$ cat src/rtl/risp_synapse_array.sv
// risp_synapse_array: run-time configurable bank of RISP synapses feeding one neuron.
// Each synapse delays its spike by a programmable count of timesteps; arrivals are summed and saturated.
module risp_synapse_array #(
  parameter int NUM_SYN = 4,
  parameter int MAX_DELAY = 15,
  parameter int WEIGHT_WIDTH = 8,
  parameter int CHARGE_WIDTH = 8,
  parameter int FIRE_LIKE_RAVENS = 0,
  localparam int IW = NUM_SYN > 1 ? $clog2(NUM_SYN) : 1,
  localparam int DW = $clog2(MAX_DELAY + 1)
) (
  input  logic                           clk,
  input  logic                           arstn,
  input  logic                           en,
  input  logic [NUM_SYN-1:0]             inp,
  input  logic                           cfg_valid,
  output logic                           cfg_ready,
  input  logic [IW-1:0]                  cfg_idx,
  input  logic signed [WEIGHT_WIDTH-1:0] cfg_weight,
  input  logic [DW-1:0]                  cfg_delay,
  output logic                           cfg_err,
  output logic signed [CHARGE_WIDTH-1:0] out,
  output logic                           out_sat
);
  localparam int SW = CHARGE_WIDTH + $clog2(NUM_SYN) + 1;
  localparam logic signed [SW-1:0] HI = SW'((2 ** (CHARGE_WIDTH - 1)) - 1);
  localparam logic signed [SW-1:0] LO = ~HI;
  logic signed [WEIGHT_WIDTH-1:0] w [NUM_SYN];
  logic [DW-1:0] d [NUM_SYN];
  logic [MAX_DELAY:1] l [NUM_SYN];
  logic [NUM_SYN-1:0] tap;
  logic signed [SW-1:0] sum;
  logic ok, acc, rej, err;
  assign ok = (int'(cfg_idx) < NUM_SYN) && (int'(cfg_delay) <= MAX_DELAY) && (int'(cfg_delay) >= FIRE_LIKE_RAVENS);
  assign cfg_ready = ~en;
  assign acc = cfg_valid & cfg_ready & ok;
  assign rej = cfg_valid & cfg_ready & ~ok;
  assign cfg_err = err;
  // Bit 0 of {line, inp} is the zero-delay path, bit k is the spike k timesteps old.
  always_comb begin
    tap = '0;
    sum = '0;
    for (int i = 0; i < NUM_SYN; i++) begin
      tap[i] = 1'({l[i], inp[i]} >> (d[i] - DW'(FIRE_LIKE_RAVENS)));
      sum = sum + (tap[i] ? SW'(w[i]) : '0);
    end
  end
  assign out_sat = (sum > HI) || (sum < LO);
  assign out = sum > HI ? HI[CHARGE_WIDTH-1:0] : sum < LO ? LO[CHARGE_WIDTH-1:0] : sum[CHARGE_WIDTH-1:0];
  always_ff @(posedge clk or negedge arstn) begin
    if (!arstn) begin
      err <= 1'b0;
      for (int i = 0; i < NUM_SYN; i++) begin
        w[i] <= '0;
        d[i] <= DW'(FIRE_LIKE_RAVENS);
        l[i] <= '0;
      end
    end else begin
      err <= rej;
      for (int i = 0; i < NUM_SYN; i++) begin
        if (acc && int'(cfg_idx) == i) begin
          w[i] <= cfg_weight;
          d[i] <= cfg_delay;
          l[i] <= '0;
        end else if (en) begin
          l[i] <= MAX_DELAY'({l[i], inp[i]});
        end
      end
    end
  end
endmodule
$ cat config.mk
export PLATFORM = sky130hd
export DESIGN_NAME = risp_synapse_array
export DESIGN_NICKNAME = d
export VERILOG_FILES = /design/src/rtl/risp_synapse_array.sv
export SDC_FILE = /design/constraint.sdc
export NUM_CORES = 1
export LEC_CHECK = 0
export ABC_CLOCK_PERIOD_IN_PS = 8700
export BUFFER_PORTS_ARGS = -buffer_cell sky130_fd_sc_hd__buf_2
export CAP_MARGIN = 10
export CORE_MARGIN = 5
export CORE_UTILIZATION = 30
export CTS_BUF_LIST = sky130_fd_sc_hd__clkbuf_4
export DETAILED_ROUTE_END_ITERATION = 16
export HOLD_SLACK_MARGIN = 0.1
export SLEW_MARGIN = 20
export SYNTH_ARGS = -nofsm -noshare
export SYNTH_HDL_FRONTEND = slang
export SYNTH_SLANG_ARGS = --single-unit
$ cat constraint.sdc
create_clock -name clk -period 8.7 [get_ports clk]
set_clock_uncertainty 0.2 [all_clocks]
set_input_delay 1.305 -clock clk [delete_from_list [all_inputs] [get_ports clk]]
set_output_delay 1.305 -clock clk [all_outputs]
set_load 0.01 [all_outputs]
==> flow_metrics.env <==
export IMPL_ctsRootBufferMaster="clkbuf_4"
export IMPL_crit_type="in2out"
export IMPL_groute_usage_overall_pct=11.2
export IMPL_cts_sinks=108
export IMPL_wl_mm=11.8
export IMPL_synth_largest_area_cell="dfrtp_1"
export IMPL_io_buffer_count=31
export IMPL_yosysMostFrequentCell="nand2_1"
export IMPL_wire_per_inst_um=13.5
export IMPL_cp_slowest_stage_delay_ns=0.56
export IMPL_hold_path_startpoint="w[11]"
export IMPL_maximum_number_of_pins_on_one_net_before_global_route_repair=121
export IMPL_rows=51
export IMPL_synth_net_count=636
export IMPL_worstPathMaxFanout=8
export IMPL_maxCapViolCount=0
export IMPL_hold_path_end="w[11]"
export IMPL_synth_cell_area_um2=5820
export IMPL_final_antenna_net_count=0
export IMPL_first_iter_violations=184
export IMPL_fin_ws_ns=1.35
export IMPL_grt_overflow_total=0
export IMPL_ys_top_cells_by_area="dfrtp_1 (46%), nand2_1 (13%), mux4_2 (7.7%)"
export IMPL_actual_transition_at_the_worst_max_transition_pin_ns=1.02
export IMPL_crit_top_cell="fa_1"
export IMPL_cp_data_arrival_time_ns=5.84
export IMPL_clkLatencyLatePin_ns=0.44
export IMPL_status="finished clean"
export IMPL_rsz0062_at_grt="false"
export IMPL_slew_viol_final=0
export IMPL_synth_ff_type="dfrtp_1"
export IMPL_p_leak_nw=2.86
export IMPL_start_kind="input pin"
export IMPL_tritoncts_num_buffers=9
export IMPL_ys_top_cells_by_count="nand2_1 (202), dfrtp_1 (108), o21ai_0 (61), clkbuf_1 (27)"
export IMPL_cts_setup_buffers=0
export IMPL_floorplan_die_area_um2=22300
export IMPL_synth_seq_cells=108
export IMPL_grt_first_pass_wirelength_mm=20.5
export IMPL_ff2ff_setup_slack_ns=7.60
export IMPL_timing_final_hold_violations=0
export IMPL_cts_max_path_buffers=2
export IMPL_antenna_cells_inserted=0
export IMPL_hold_slack_ns=0.291
export IMPL_cp_slowest_cell="mux4_2"
export IMPL_final_core_utilization_pct=32.9
export IMPL_path_clk_slew_ns=0.14
export IMPL_setup_viol_count_final=0
export IMPL_filler_cells=2035
export IMPL_postSynth_asyncResetShare_pct=100
export IMPL_syn_to_final_growth_pct=9.03
export IMPL_edff_count_synth=0
export IMPL_detailroute_via_count=4043
export IMPL_coreArea_um2=19300
export IMPL_yosysTopAreaCellShare_pct=46.5
export IMPL_cts_hold_buffers_added=0
export IMPL_num_io_pins=33
export IMPL_report_power_total_mw=1.63
export IMPL_rr_worst_depth=1
export IMPL_timing_hold_worst_path_depth=2
export IMPL_layout_worst_path_cycle_share_pct=84.5
export IMPL_hp_class="reg2reg"
export IMPL_synth_cells=587
export IMPL_num_nets_final=651
export IMPL_place_detailed_hpwl_mm=8.22
export IMPL_drt_pass1_iter_count=4
export IMPL_final_wtd_congestion=0.744
export IMPL_post_route_min_period_ns=7.35
export IMPL_antenna_found_initial=0
export IMPL_timing_critical_path_cells="buf_2, mux4_2, mux4_2, and2_1, fa_1, fa_1, ha_1, inv_1, fa_1, nand2b_1, a211o_1, a221oi_4, o21ai_0, a32oi_1, buf_2"
export IMPL_cp_required_ns=7.19
export IMPL_post_cts_resized_instances=0
export IMPL_yosys_warnings=0
export IMPL_die_x_extent_um=149
export IMPL_max_slew_margin_pct=31.6
export IMPL_finalSetupTns_ns=0
export IMPL_r2r_end="d[8]"
export IMPL_cts_tree="done"
export IMPL_irDropWorstVdd_v=0.0000985
export IMPL_htree_levels=3
export IMPL_synth_seq_area_share_pct=46.5
export IMPL_regToRegStartpoint="d[8]"
export IMPL_layout_drive_gt1_share_pct=16.7
export IMPL_drt_drc_violations_left=0
export IMPL_vias_in_the_first_global_route=4051
export IMPL_chipHeight_um=149
export IMPL_timing_fmax_ghz=0.136
export IMPL_end_kind="output pin"
export IMPL_avgViaCountPerCell=4.64
export IMPL_placement_setup_worst_slack_ns=1.34
export IMPL_initial_core_utilization_pct=30.2
export IMPL_netlist_cell_type_count=45
export IMPL_power_density_nw_per_um2=256
export IMPL_postSynthAreaPerCell_um2=9.91
export IMPL_first_element_of_the_critical_path="inp[0]"
==> routing by layer <==
metal | vias to the layer above | part of all wire, % | GRT usage [%]
met3 | 11 | 3.2 | 1.76
met5 | - | 0 | 0
met4 | 0 | 1.0 | 2.38
met2 | 54 | 45 | 17.4
li1 | 1996 | - | -
met1 | 1982 | 51 | 16.7
==> power breakdown <==
group	total, mW	internal [mW]	switching [mW]	leakage, nW
sequential	0.647	0.583	0.0644	1.39
clock	0.251	0.0952	0.156	0.0748
combinational	0.728	0.322	0.406	1.40
total	1.63	1.00	0.627	2.86
==> critical path: cells and delay by family <==
family,cells,cell delay [ns]
fa+ha+maj,4,1.66
mux,2,1.02
simple gates,2,0.39
buf+inv,3,0.34
compound gates,4,1.12
==> worst max-delay path by stage <==
stage,end,cells after the start
finish,out[6],15
global route,out[1],15
CTS,out[2],15
detailed placement,out[2],15
global placement,out[2],15
floorplan,out[0],13
==> registers in the layout, summed over array words and instances (netlist names) <==
name / count
d: 16
w: 32
l: 60
==> cell type report <==
cell class                      count  area (µm²)  area share (%)
Tap cell                          265         332            5.23
Clock buffer                       12        90.1            1.42
Timing Repair Buffer               34         180            2.84
Sequential cell                   108        2700            42.6
Multi-Input combinational cell    427        2920            46.0
Inverter                           22        82.6            1.30
Clock inverter                      3        38.8           0.612
==> cells in the final DEF, fill, tap and decap left out, drive strengths merged, types with 4 or more instances in the layout <==
cell	n
nand2	202
dfrtp	108
o21ai	61
buf	34
and2	24
mux2	24
inv	21
mux4	20
fa	17
clkbuf	12
nor2	10
ha	10
a21oi	6
a221oi	5
a32oi	4
o211ai	4
nor3b	4
nor3	4
==> through the flow <==
stage               area (µm²)  cells
floorplan                 5820    587
global placement          6210    856
detailed placement        6210    856
CTS                       6340    871
global route              6340    871
finish                    6340    871
==> cells by family (layout without fill, tap and decap cells) <==
| kind of cell | count (synthesis) | after routing | share of synthesized area (%) |
|---|---|---|---|
| other | 1 | 1 | 0.0645 |
| buffers and inverters | 52 | 71 | 3.48 |
| AOI/OAI and AO/OA | 92 | 92 | 10.1 |
| adders and majority gates | 27 | 27 | 8.00 |
| muxes | 46 | 46 | 12.7 |
| DFF | 108 | 108 | 46.5 |
| xor gates and xnor gates | 4 | 4 | 0.602 |
| and+or+nand+nor | 257 | 257 | 18.6 |
Note: power is estimated with default switching activity, not from simulation.
